File: config.mk
export PLATFORM = sky130hd
export DESIGN_NAME = fft_frame_unloader
export DESIGN_NICKNAME = d
export VERILOG_FILES = /design/src/rtl/fft_pkg.sv /design/src/rtl/fft_frame_buffer.sv /design/src/rtl/fft_frame_unloader.sv
export SDC_FILE = /design/constraint.sdc
export NUM_CORES = 1
export LEC_CHECK = 0
export ABC_AREA = 1
export CORE_MARGIN = 2
export CORE_UTILIZATION = 30
export DETAILED_ROUTE_END_ITERATION = 8
export PLACE_DENSITY = 0.5
export SLEW_MARGIN = 20
export SYNTH_ARGS = -nofsm -noshare
export SYNTH_HDL_FRONTEND = slang
export SYNTH_HIERARCHICAL = 1
export SYNTH_SLANG_ARGS = --single-unit
File: constraint.sdc
create_clock -name clk -period 4.6 [get_ports clk]
set_input_delay 0.69 -clock clk [delete_from_list [all_inputs] [get_ports clk]]
set_output_delay 0.69 -clock clk [all_outputs]
set_load 0.01 [all_outputs]
File: src/rtl/fft_pkg.sv
// Shared FFT helpers: bit reversal, packed-bus field offsets and index-width convention.
// Used by the butterfly, loader and unloader blocks.
package fft_pkg;

  // Width of a sample index for an N-point frame (N >= 2).
  function automatic int idx_w(int n);
    return (n > 1) ? $clog2(n) : 1;
  endfunction

  // Reverse the low log2n bits of idx.
  function automatic int bitrev(int idx, int log2n);
    int r;
    r = 0;
    for (int i = 0; i < log2n; i++) begin
      r = (r << 1) | ((idx >> i) & 1);
    end
    return r;
  endfunction

  // LSB position of sample k's real (is_imag=0) or imag (is_imag=1) field in a packed bus.
  function automatic int sample_lsb(int k, int dw, bit is_imag);
    return dw * (2 * k + (is_imag ? 1 : 0));
  endfunction

endpackage

File: src/rtl/fft_frame_buffer.sv
// One frame register: captures the whole complex bus on we, reads one sample by index.
module fft_frame_buffer
  import fft_pkg::*;
#(
  parameter int N          = 4,
  parameter int DATA_WIDTH = 16
) (
  input  logic                           clk,
  input  logic                           we,
  input  logic [DATA_WIDTH*2*N-1:0]      frame_in,
  input  logic [idx_w(N)-1:0]            idx,
  output logic [DATA_WIDTH-1:0]          rd_real,
  output logic [DATA_WIDTH-1:0]          rd_imag
);

  logic [DATA_WIDTH*2*N-1:0] frame_q;

  // NOTE: data storage has no reset; the owner's full flag decides whether contents are meaningful.
  always_ff @(posedge clk) begin
    if (we) frame_q <= frame_in;
  end

  assign rd_real = frame_q[sample_lsb(int'(idx), DATA_WIDTH, 1'b0) +: DATA_WIDTH];
  assign rd_imag = frame_q[sample_lsb(int'(idx), DATA_WIDTH, 1'b1) +: DATA_WIDTH];

endmodule

File: src/rtl/fft_frame_unloader.sv
// Captures a parallel FFT frame into ping-pong buffers and streams it one sample per
// valid/ready beat, in natural or bit-reversed order.
module fft_frame_unloader
  import fft_pkg::*;
#(
  parameter int N           = 4,
  parameter int DATA_WIDTH  = 16,
  parameter int BIT_REVERSE = 1
) (
  input  logic                           clk,
  input  logic                           rst,
  input  logic [DATA_WIDTH*2*N-1:0]      cplx_data_in,
  input  logic                           en_in,
  output logic [DATA_WIDTH-1:0]          sample_real,
  output logic [DATA_WIDTH-1:0]          sample_imag,
  output logic [idx_w(N)-1:0]            sample_index,
  output logic                           sample_valid,
  input  logic                           sample_ready,
  output logic                           sample_last,
  output logic                           overflow
);

  localparam int IDX_W = idx_w(N);

  logic [1:0]            full, full_next;
  logic                  wr_sel, rd_sel;
  logic [IDX_W-1:0]      count, rd_slot;
  logic                  beat, last_beat, drain_wr, capture;
  logic [DATA_WIDTH-1:0] buf_real [2];
  logic [DATA_WIDTH-1:0] buf_imag [2];

  assign sample_valid = full[rd_sel];
  assign beat         = sample_valid & sample_ready;
  assign last_beat    = beat & (count == IDX_W'(N - 1));
  // A full write buffer is still usable if its final sample leaves on this same edge.
  assign drain_wr     = last_beat & (rd_sel == wr_sel);
  assign capture      = en_in & ~rst & (~full[wr_sel] | drain_wr);
  assign overflow     = en_in & ~rst & full[wr_sel] & ~drain_wr;

  assign rd_slot = (BIT_REVERSE != 0) ? IDX_W'(bitrev(int'(count), IDX_W)) : count;

  for (genvar i = 0; i < 2; i++) begin : g_buf
    fft_frame_buffer #(
      .N          (N),
      .DATA_WIDTH (DATA_WIDTH)
    ) u_buf (
      .clk      (clk),
      .we       (capture && (wr_sel == 1'(i))),
      .frame_in (cplx_data_in),
      .idx      (rd_slot),
      .rd_real  (buf_real[i]),
      .rd_imag  (buf_imag[i])
    );
  end

  assign sample_real  = sample_valid ? buf_real[rd_sel] : '0;
  assign sample_imag  = sample_valid ? buf_imag[rd_sel] : '0;
  assign sample_index = sample_valid ? count : '0;
  assign sample_last  = sample_valid & (count == IDX_W'(N - 1));

  // NOTE: every variable gets a default at the top of always_comb so no latch is inferred.
  always_comb begin
    full_next = full;
    if (last_beat) full_next[rd_sel] = 1'b0;
    if (capture)   full_next[wr_sel] = 1'b1;
  end

  // NOTE: state registers use non-blocking assignments so all of them update together at the edge.
  always_ff @(posedge clk) begin
    if (rst) begin
      full   <= '0;
      wr_sel <= 1'b0;
      rd_sel <= 1'b0;
      count  <= '0;
    end else begin
      full <= full_next;
      if (capture) wr_sel <= ~wr_sel;
      if (beat) begin
        if (last_beat) begin
          count  <= '0;
          rd_sel <= ~rd_sel;
        end else begin
          count <= count + 1'b1;
        end
      end
    end
  end

endmodule

; ---- Word level (Yosys, flattened, before mapping)
; Cells that the tools add are included.
[op_classes]
eq_ne = 2
bitwise_logic = 19
n_addsub = 2
order_cmp = 5
shifts = 4
mux = 20
reduce_logical = 5
[op_table]
columns = cell, count
row1 = $shiftx 128x8->16, 2
row2 = $mux 16, 8
row3 = $shiftx 128x32->16, 1
row4 = $shiftx 128x9->16, 1
row5 = $and 1x1->1, 8
row6 = $mux 2, 4
row7 = $mux 1, 6
row8 = $not 1->1, 5
row9 = $add 3x1->4 const B, 1
row10 = $logic_and 1x1->1, 4
row11 = $lt 1x2->1 const B, 2
row12 = $add 2x1->2 const B, 1
row13 = $and 2x2->2, 1
row14 = $demux 1 s1, 2
row15 = $eq 2x2->1 const B, 1
row16 = $ge 1x1->1 const B, 2
row17 = $ge 2x2->1 const B, 1
row18 = $not 1->2, 1
row19 = $not 2->2, 1
row20 = $or 2x1->2, 1
row21 = $or 2x2->2, 1
row22 = $reduce_and 2->1, 1
row23 = $eq 1x1->1, 1
row24 = $or 1x1->1, 1
[totals]
elab_cells = 63
ff_bits = 262

; ---- Logic depth before layout (Yosys ltp)
; Gate-level depths: netlist of run 1.
[depth]
word_depth = 9
depth_mapped = 9
mapped_depth_nobuf = 8

; ---- Cells and area by module
; The synthesis of run 1 kept the hierarchy.
[modules_own_cells]
columns = mod, area_per_inst_um2, cells_each, seq_area_each_um2, n_inst
row1 = fft_frame_buffer, 5406.4, 502, 3843.7, 2
row2 = fft_frame_unloader, 1022.2, 224, 120.1, 1

; ---- Least setup slack after synthesis of run 1
; Ideal clock, no wire load.
[synth_path]
kind = input to register
startpoint = in en_in
endpoint = reg g_buf[1].u_buf.frame_q[0] (enable)
arrival_time_ns = 3.534
setup_slack_ns = 0.585
setup_time_ns = 0.481
path_stages = 4
n_path_buf = 0
path_cell_list = inv_1 -> nor2_1 -> nand3_2 -> inv_1
[synth_via]
elab_chain_cells = 3
[synth_lines]
columns = element, line_no
row1 = from (decl), fft_frame_unloader.sv:13  ; input logic en_in,
row2 = $and 1x1->1 (2 in a row), fft_frame_unloader.sv:37  ; assign capture = en_in & ~rst & (~full[wr_sel] | drain_wr);
row3 = $logic_and 1x1->1, fft_frame_unloader.sv:48  ; .we (capture && (wr_sel == 1'(i))),
row4 = to (signal assigned), fft_frame_buffer.sv:20  ; if (we) frame_q <= frame_in;
row5 = to (decl), fft_frame_buffer.sv:16  ; logic [DATA_WIDTH*2*N-1:0] frame_q;
; Every way passes these cells.
; A chain may end at the register's enable or synchronous reset.

==> results of run 1 <==
[state kept, by name, indices dropped and copies added (netlist names)]
name and count:
g_buf.u_buf/frame_q 256, count 2, full 2, rd_sel 1, wr_sel 1
[metal layers]
layer | part of all wire [%] | global-route usage [%]
met1 | 48 | 21.6
met2 | 45 | 24.1
met3 | 4.8 | 2.39
met4 | 2.0 | 4.25
met5 | 0.032 | 0
[through the flow]
stage                     area (µm²)  std cells  utilization, %
after detailed placement       14000       1879            36.1
after floorplan                11800       1228               -
final                          14900       1931            38.3
after CTS                      14900       1929            38.3
after global placement         14000       1879            36.1
after global routing           14900       1931            38.3
[area by class of cell]
class / instances / area [µm²]
fill: 3876 / 24000
sequential: 262 / 7810
multi-input combinational: 612 / 2530
timing repair buffer: 183 / 1860
inverter: 304 / 1150
clock buffer: 41 / 771
tap: 518 / 648
clock inverter: 9 / 96.3
antenna: 2 / 5.00
[worst min-delay path, delay by kind of cell (launching register included)]
kind           cells  cell delay [ns]
AO/OA/AOI/OAI      2             0.13
flip-flops         1             0.32
[power groups by stage]
stage | Clock (mW) | Sequential, mW | Combinational, mW
6_report | 2.16 | 2.74 | 0.521
4_1_cts | 2.22 | 2.74 | 0.533
2_1_floorplan | 0 | 2.79 | 0.264
3_3_place_gp | 0 | 2.79 | 0.531
3_5_place_dp | 0 | 2.79 | 0.529
5_1_grt | 2.32 | 2.75 | 0.578
[logic make-up after synthesis]
kind of cell    share of synthesized area [%]
simple gates                             20.8
flops                                    66.0
fa+ha+maj                               0.106
compound gates                          0.476
buf+inv                                  12.7
[final timing paths]
check                           startpoint                    endpoint  slack [ns]
worst min-delay path               full[0]                     full[0]        0.50
worst max register to register    count[0]  g_buf[1].u_buf/frame_q[61]        1.34
worst max-delay path              count[0]             sample_real[12]        0.61
worst min register to register     full[0]                     full[0]        0.50
[cell usage in the layout (no fill, tap or decap), types with 3 or more instances in the layout]
cell type	netlist	routed
edfxtp_1	256	256
buf_12	0	5
buf_4	8	10
dfxtp_1	6	3
inv_2	4	4
a21oi_1	5	5
clkbuf_1	5	12
o21ai_0	3	3
nor2_1	7	7
nand3_1	129	129
inv_1	300	298
clkdlybuf4s50_1	0	168
nand2_1	457	457
inv_6	0	3
clkbuf_16	0	29
clkinv_1	0	4
==> summary.md, run 1 <==
| Metric | Value |
|---|---|
| Status | finished, final reports clean |
| RD Place Congestion | 0.794 |
| Slowest cell on the critical path | dfxtp_2 |
| Sum of buffers and inverters on the critical path | 4 |
| Syn Inst Count | 1,228 |
| WL final | 31,100 µm |
| Levels on crit path | 9 |
| Sequential share of the synthesized area | 66.0% |
| Cell repeated most along the worst path | nand2_1 |
| Clock sinks | 262 |
| Area grow syn2layout | 25.6% |
| Die extent in y | 203 µm |
| Post-DP HPWL | 20,200 µm |
| Commonest cells in the netlist | nand2_1, inv_1, edfxtp_1 |
| Clock buffer depth | 3 |
| CP peak stage delay | 0.85 ns |
| Worst-path clk slew | 0.06 ns |
| Period utilization | 86.8% |
| Initial DRC Count | 598 |
| Vias | 8,247 |
| Ports | 169 |
| R2R depth | 7 |
| Yosys reg bits | 262 |
| Fmax | 251 MHz |
| Final ANT Viol Nets | 0 |
| Grt ovf | 0 |
| Chip Width | 203 µm |
| CTS tree | yes |
| Asr flop ratio synth | 0% |
| Global-route wire length before repair | 47,900 µm |
| CP required | 3.91 ns |
| Synthesized area per cell | 9.64 µm² |
| Count of final hold-check violations | 0 |
| Peak VDD IR | 259 µV |
| Pwr Total | 5.43 mW |
| Synth top area cells | edfxtp_1, nand2_1, inv_1 |
| Post-synth top area share | 65.0% |
| Root Driver | clkbuf_16 |
| CP arrival | 3.30 ns |
| Quantity of I/O buffers inserted on ports | 168 |
| Crit Path Max Fanout | 39 |
| Cts repair resizes | 0 |
| Worst slew pin tran | 0.856 ns |
| Share of cells above drive strength 1 | 4.68% |
| Worst-path cell chain | inv_1, buf_4, nand3_1, nand2_1, nand2_1, nand2_1, nand2_1, inv_1, clkdlybuf4s50_1 |
| Leakage | 6.72 nW |
| Largest area contributor in the netlist | edfxtp_1 |
| Largest net degree at the start of global routing | 75 |
| Setup TNS | 0 ns |
| Startpoint types | flop |
| Unrepaired setup endpoints after global routing | no |
| Clock Power Share | 39.8% |
| Nets | 1,525 |
| CP Capture Type | output port |
| Global Route Usage Sum | 15.2% |
| Avg Vias per Cell | 4.27 |
| Sw frac | 22.5% |
| Int Power | 4.20 mW |
| Initial antenna violation count | 3 |
| Starting Density | 30.5% |
| Final Skew | 0.00755 ns |
| Min Hold Slack | 0.498 ns |
| Syn Std Cell Area | 11,800 µm² |
| Worst Hold Class | reg -> reg |
| Most common flop cell mapped by yosys | edfxtp_1 |
| Core box area | 38,800 µm² |
| Num rows | 72 |
| CTS buffer count | 29 |
| Psw | 1.22 mW |
| CP delay by family, top | buffers and inverters |
| Number of enable flip-flop cells after synthesis | 256 |
| Hold path cells | 2 |
| Worst skew pair latency | 0.55 ns |
| Vias in the first global route | 8,132 |
| Logic pwr share | 9.6% |
| Dpl ws | 1.09 ns |
| Minimum clock period | 3.99 ns |
| Syn_nets | 1,361 |
| Setup-failing EPs final | 0 |
| Sequential share of power | 50.6% |
| Setup ws final | 0.608 ns |
| Full die area | 41,100 µm² |
| Post-CTS Setup Inserts | 0 |
| Max-slew violation count | 0 |
| Power Density | 365 nW/µm² |
| Post-synth cell types | 21 |
| DRC | 0 |
| Worst rel slew slack | 42.8% |
| Max Cap Viol | 0 |
| H-tree levels | 1 |
| Synth warn | 6 |
| Detailed Routing Iterations Pass 1 | 5 |
| WS Path Type | reg -> out |
| Post-cts hold buffer count | 0 |
| Drt wl/cell | 16.1 µm |
| Count leader, synth | nand2_1 |
Note: power is estimated with default switching activity, not from simulation.
==> run 2: changes to the inputs <==
- CAP_MARGIN: not set -> 20
- RECOVER_POWER: not set -> 100
==> summary.md, run 2 (synthesis results as in run 1) <==
| Metric | Value |
|---|---|
| Max Cap Viol | 0 |
| Clock sinks | 262 |
| Peak VDD IR | 259 µV |
| Post-DP HPWL | 20,200 µm |
| Leakage | 6.83 nW |
| Quantity of I/O buffers inserted on ports | 168 |
| Post-cts hold buffer count | 0 |
| Max reg flops | 256 |
| Worst rel slew slack | 10.6% |
| Commonest non-fill, non-tap cells in the layout | nand2_1, inv_1, edfxtp_1, dlygate4sd3_1, nand3_1 |
| Worst slew pin tran | 1.34 ns |
| Worst Hold Class | reg -> reg |
| Area grow syn2layout | 25.2% |
| Setup ws final | 0.495 ns |
| CP Capture Type | output port |
| Largest net degree at the start of global routing | 75 |
| Largest Register | g_buf.u_buf/frame_q |
| Filler cells | 3,891 |
| Cts repair resizes | 0 |
| Count of final hold-check violations | 0 |
| CTS tree | yes |
| Global Route Usage Sum | 15.2% |
| Detailed Routing Iterations Pass 1 | 5 |
| Clock buffer depth | 3 |
| Final Skew | 0.00727 ns |
| Power Density | 364 nW/µm² |
| Chip Width | 203 µm |
| Startpoint types | flop |
| Starting Density | 30.5% |
| Initial antenna violation count | 3 |
| Layout Cells excl Fill | 1,931 |
| Sequential share of power | 50.9% |
| Dpl cells | 1,879 |
| Clock Power Share | 40.1% |
| H-tree levels | 1 |
| Psw | 1.22 mW |
| Nets | 1,525 |
| DRC | 0 |
| Ports | 169 |
| Minimum clock period | 4.11 ns |
| Commonest non-fill, non-tap cell in the layout | nand2_1 |
| Grt ovf | 0 |
| Max Used Layer | met5 |
| Vias in the first global route | 8,132 |
| Setup-failing EPs final | 0 |
| Top Registers | g_buf.u_buf/frame_q x256, count x2, full x2 |
| Met2 Wirelength | 14,000 µm |
| Final ANT Viol Nets | 0 |
| Setup TNS | 0 ns |
| Root Driver | clkbuf_16 |
| Full die area | 41,100 µm² |
| Die extent in y | 203 µm |
| Num rows | 72 |
| Vias | 8,220 |
| Avg Vias per Cell | 4.26 |
| Worst skew pair latency | 0.55 ns |
| Status | finished, final reports clean |
| Unrepaired setup endpoints after global routing | no |
| Crit Path Max Fanout | 39 |
| Core Util, Final | 38.2% |
| Share of cells above drive strength 1 | 4.39% |
| RD Place Congestion | 0.794 |
| WS Path Type | reg -> out |
| Fmax | 244 MHz |
| Max-slew violation count | 0 |
| CP arrival | 3.42 ns |
| Sw frac | 22.7% |
| Logic pwr share | 9.0% |
| Global-route wire length before repair | 47,900 µm |
| Worst-path clk slew | 0.06 ns |
| Int Power | 4.17 mW |
| Period utilization | 89.2% |
| Core box area | 38,800 µm² |
| M1 WL | 14,900 µm |
| CTS buffer count | 29 |
| Post-CTS Setup Inserts | 0 |
| WL final | 31,100 µm |
| Dpl ws | 1.09 ns |
| Initial DRC Count | 515 |
| Metal3 WL | 1530 µm |
| CP required | 3.91 ns |
| Drt wl/cell | 16.1 µm |
==> run 2: through the flow <==
stage          instance area [µm²]  power [mW]  hold slack (ns)
6_report                     14800        5.40            0.499
2_1_floorplan                11800        3.06            0.461
4_1_cts                      14900        5.50            0.508
3_3_place_gp                 14000        3.32            0.491
3_5_place_dp                 14000        3.32            0.498
5_1_grt                      14800        5.62            0.539
==> run 2: path summary, 6_finish.rpt <==
path            start                          to  slack, ns  depth (start not counted)
max          count[0]             sample_real[12]       0.49                          9
min           full[0]                     full[0]       0.50                          2
max reg2reg    rd_sel  g_buf[0].u_buf/frame_q[97]       0.53                          8
min reg2reg   full[0]                     full[0]       0.50                          2
==> run 2: per-layer routing <==
layer  track usage [%]  up-vias
met5                 0        -
met4              4.25        2
met3              2.39       38
met2              24.1      203
met1              21.6     3878
li1                  -     4099
==> run 2: critical path, stage by stage (launching register included) <==
cell and delay, ns:
dfxtp_2 0.86, inv_1 0.59, buf_4 0.39, nand3_1 0.11
nand2_1 0.05, nand2_1 0.06, nand2_1 0.08, nand2_1 0.07
inv_1 0.05, dlygate4sd3_1 0.60
==> run 2: power groups by stage <==
stage	clock, mW	sequential [mW]	combinational (mW)
2_1_floorplan	0	2.79	0.264
3_3_place_gp	0	2.79	0.531
3_5_place_dp	0	2.79	0.529
4_1_cts	2.22	2.74	0.533
5_1_grt	2.32	2.75	0.546
6_report	2.16	2.75	0.488
==> run 2: area by class of cell <==
| cell class | count | area (µm²) | share of cell area, % |
|---|---|---|---|
| tap | 518 | 648 | 4.37 |
| sequential | 262 | 7810 | 52.7 |
| clock buffer | 41 | 771 | 5.20 |
| inverter | 304 | 1150 | 7.75 |
| timing repair buffer | 183 | 1830 | 12.3 |
| clock inverter | 9 | 96.3 | 0.650 |
| antenna | 2 | 5.00 | 0.0338 |
| multi-input combinational | 612 | 2510 | 16.9 |
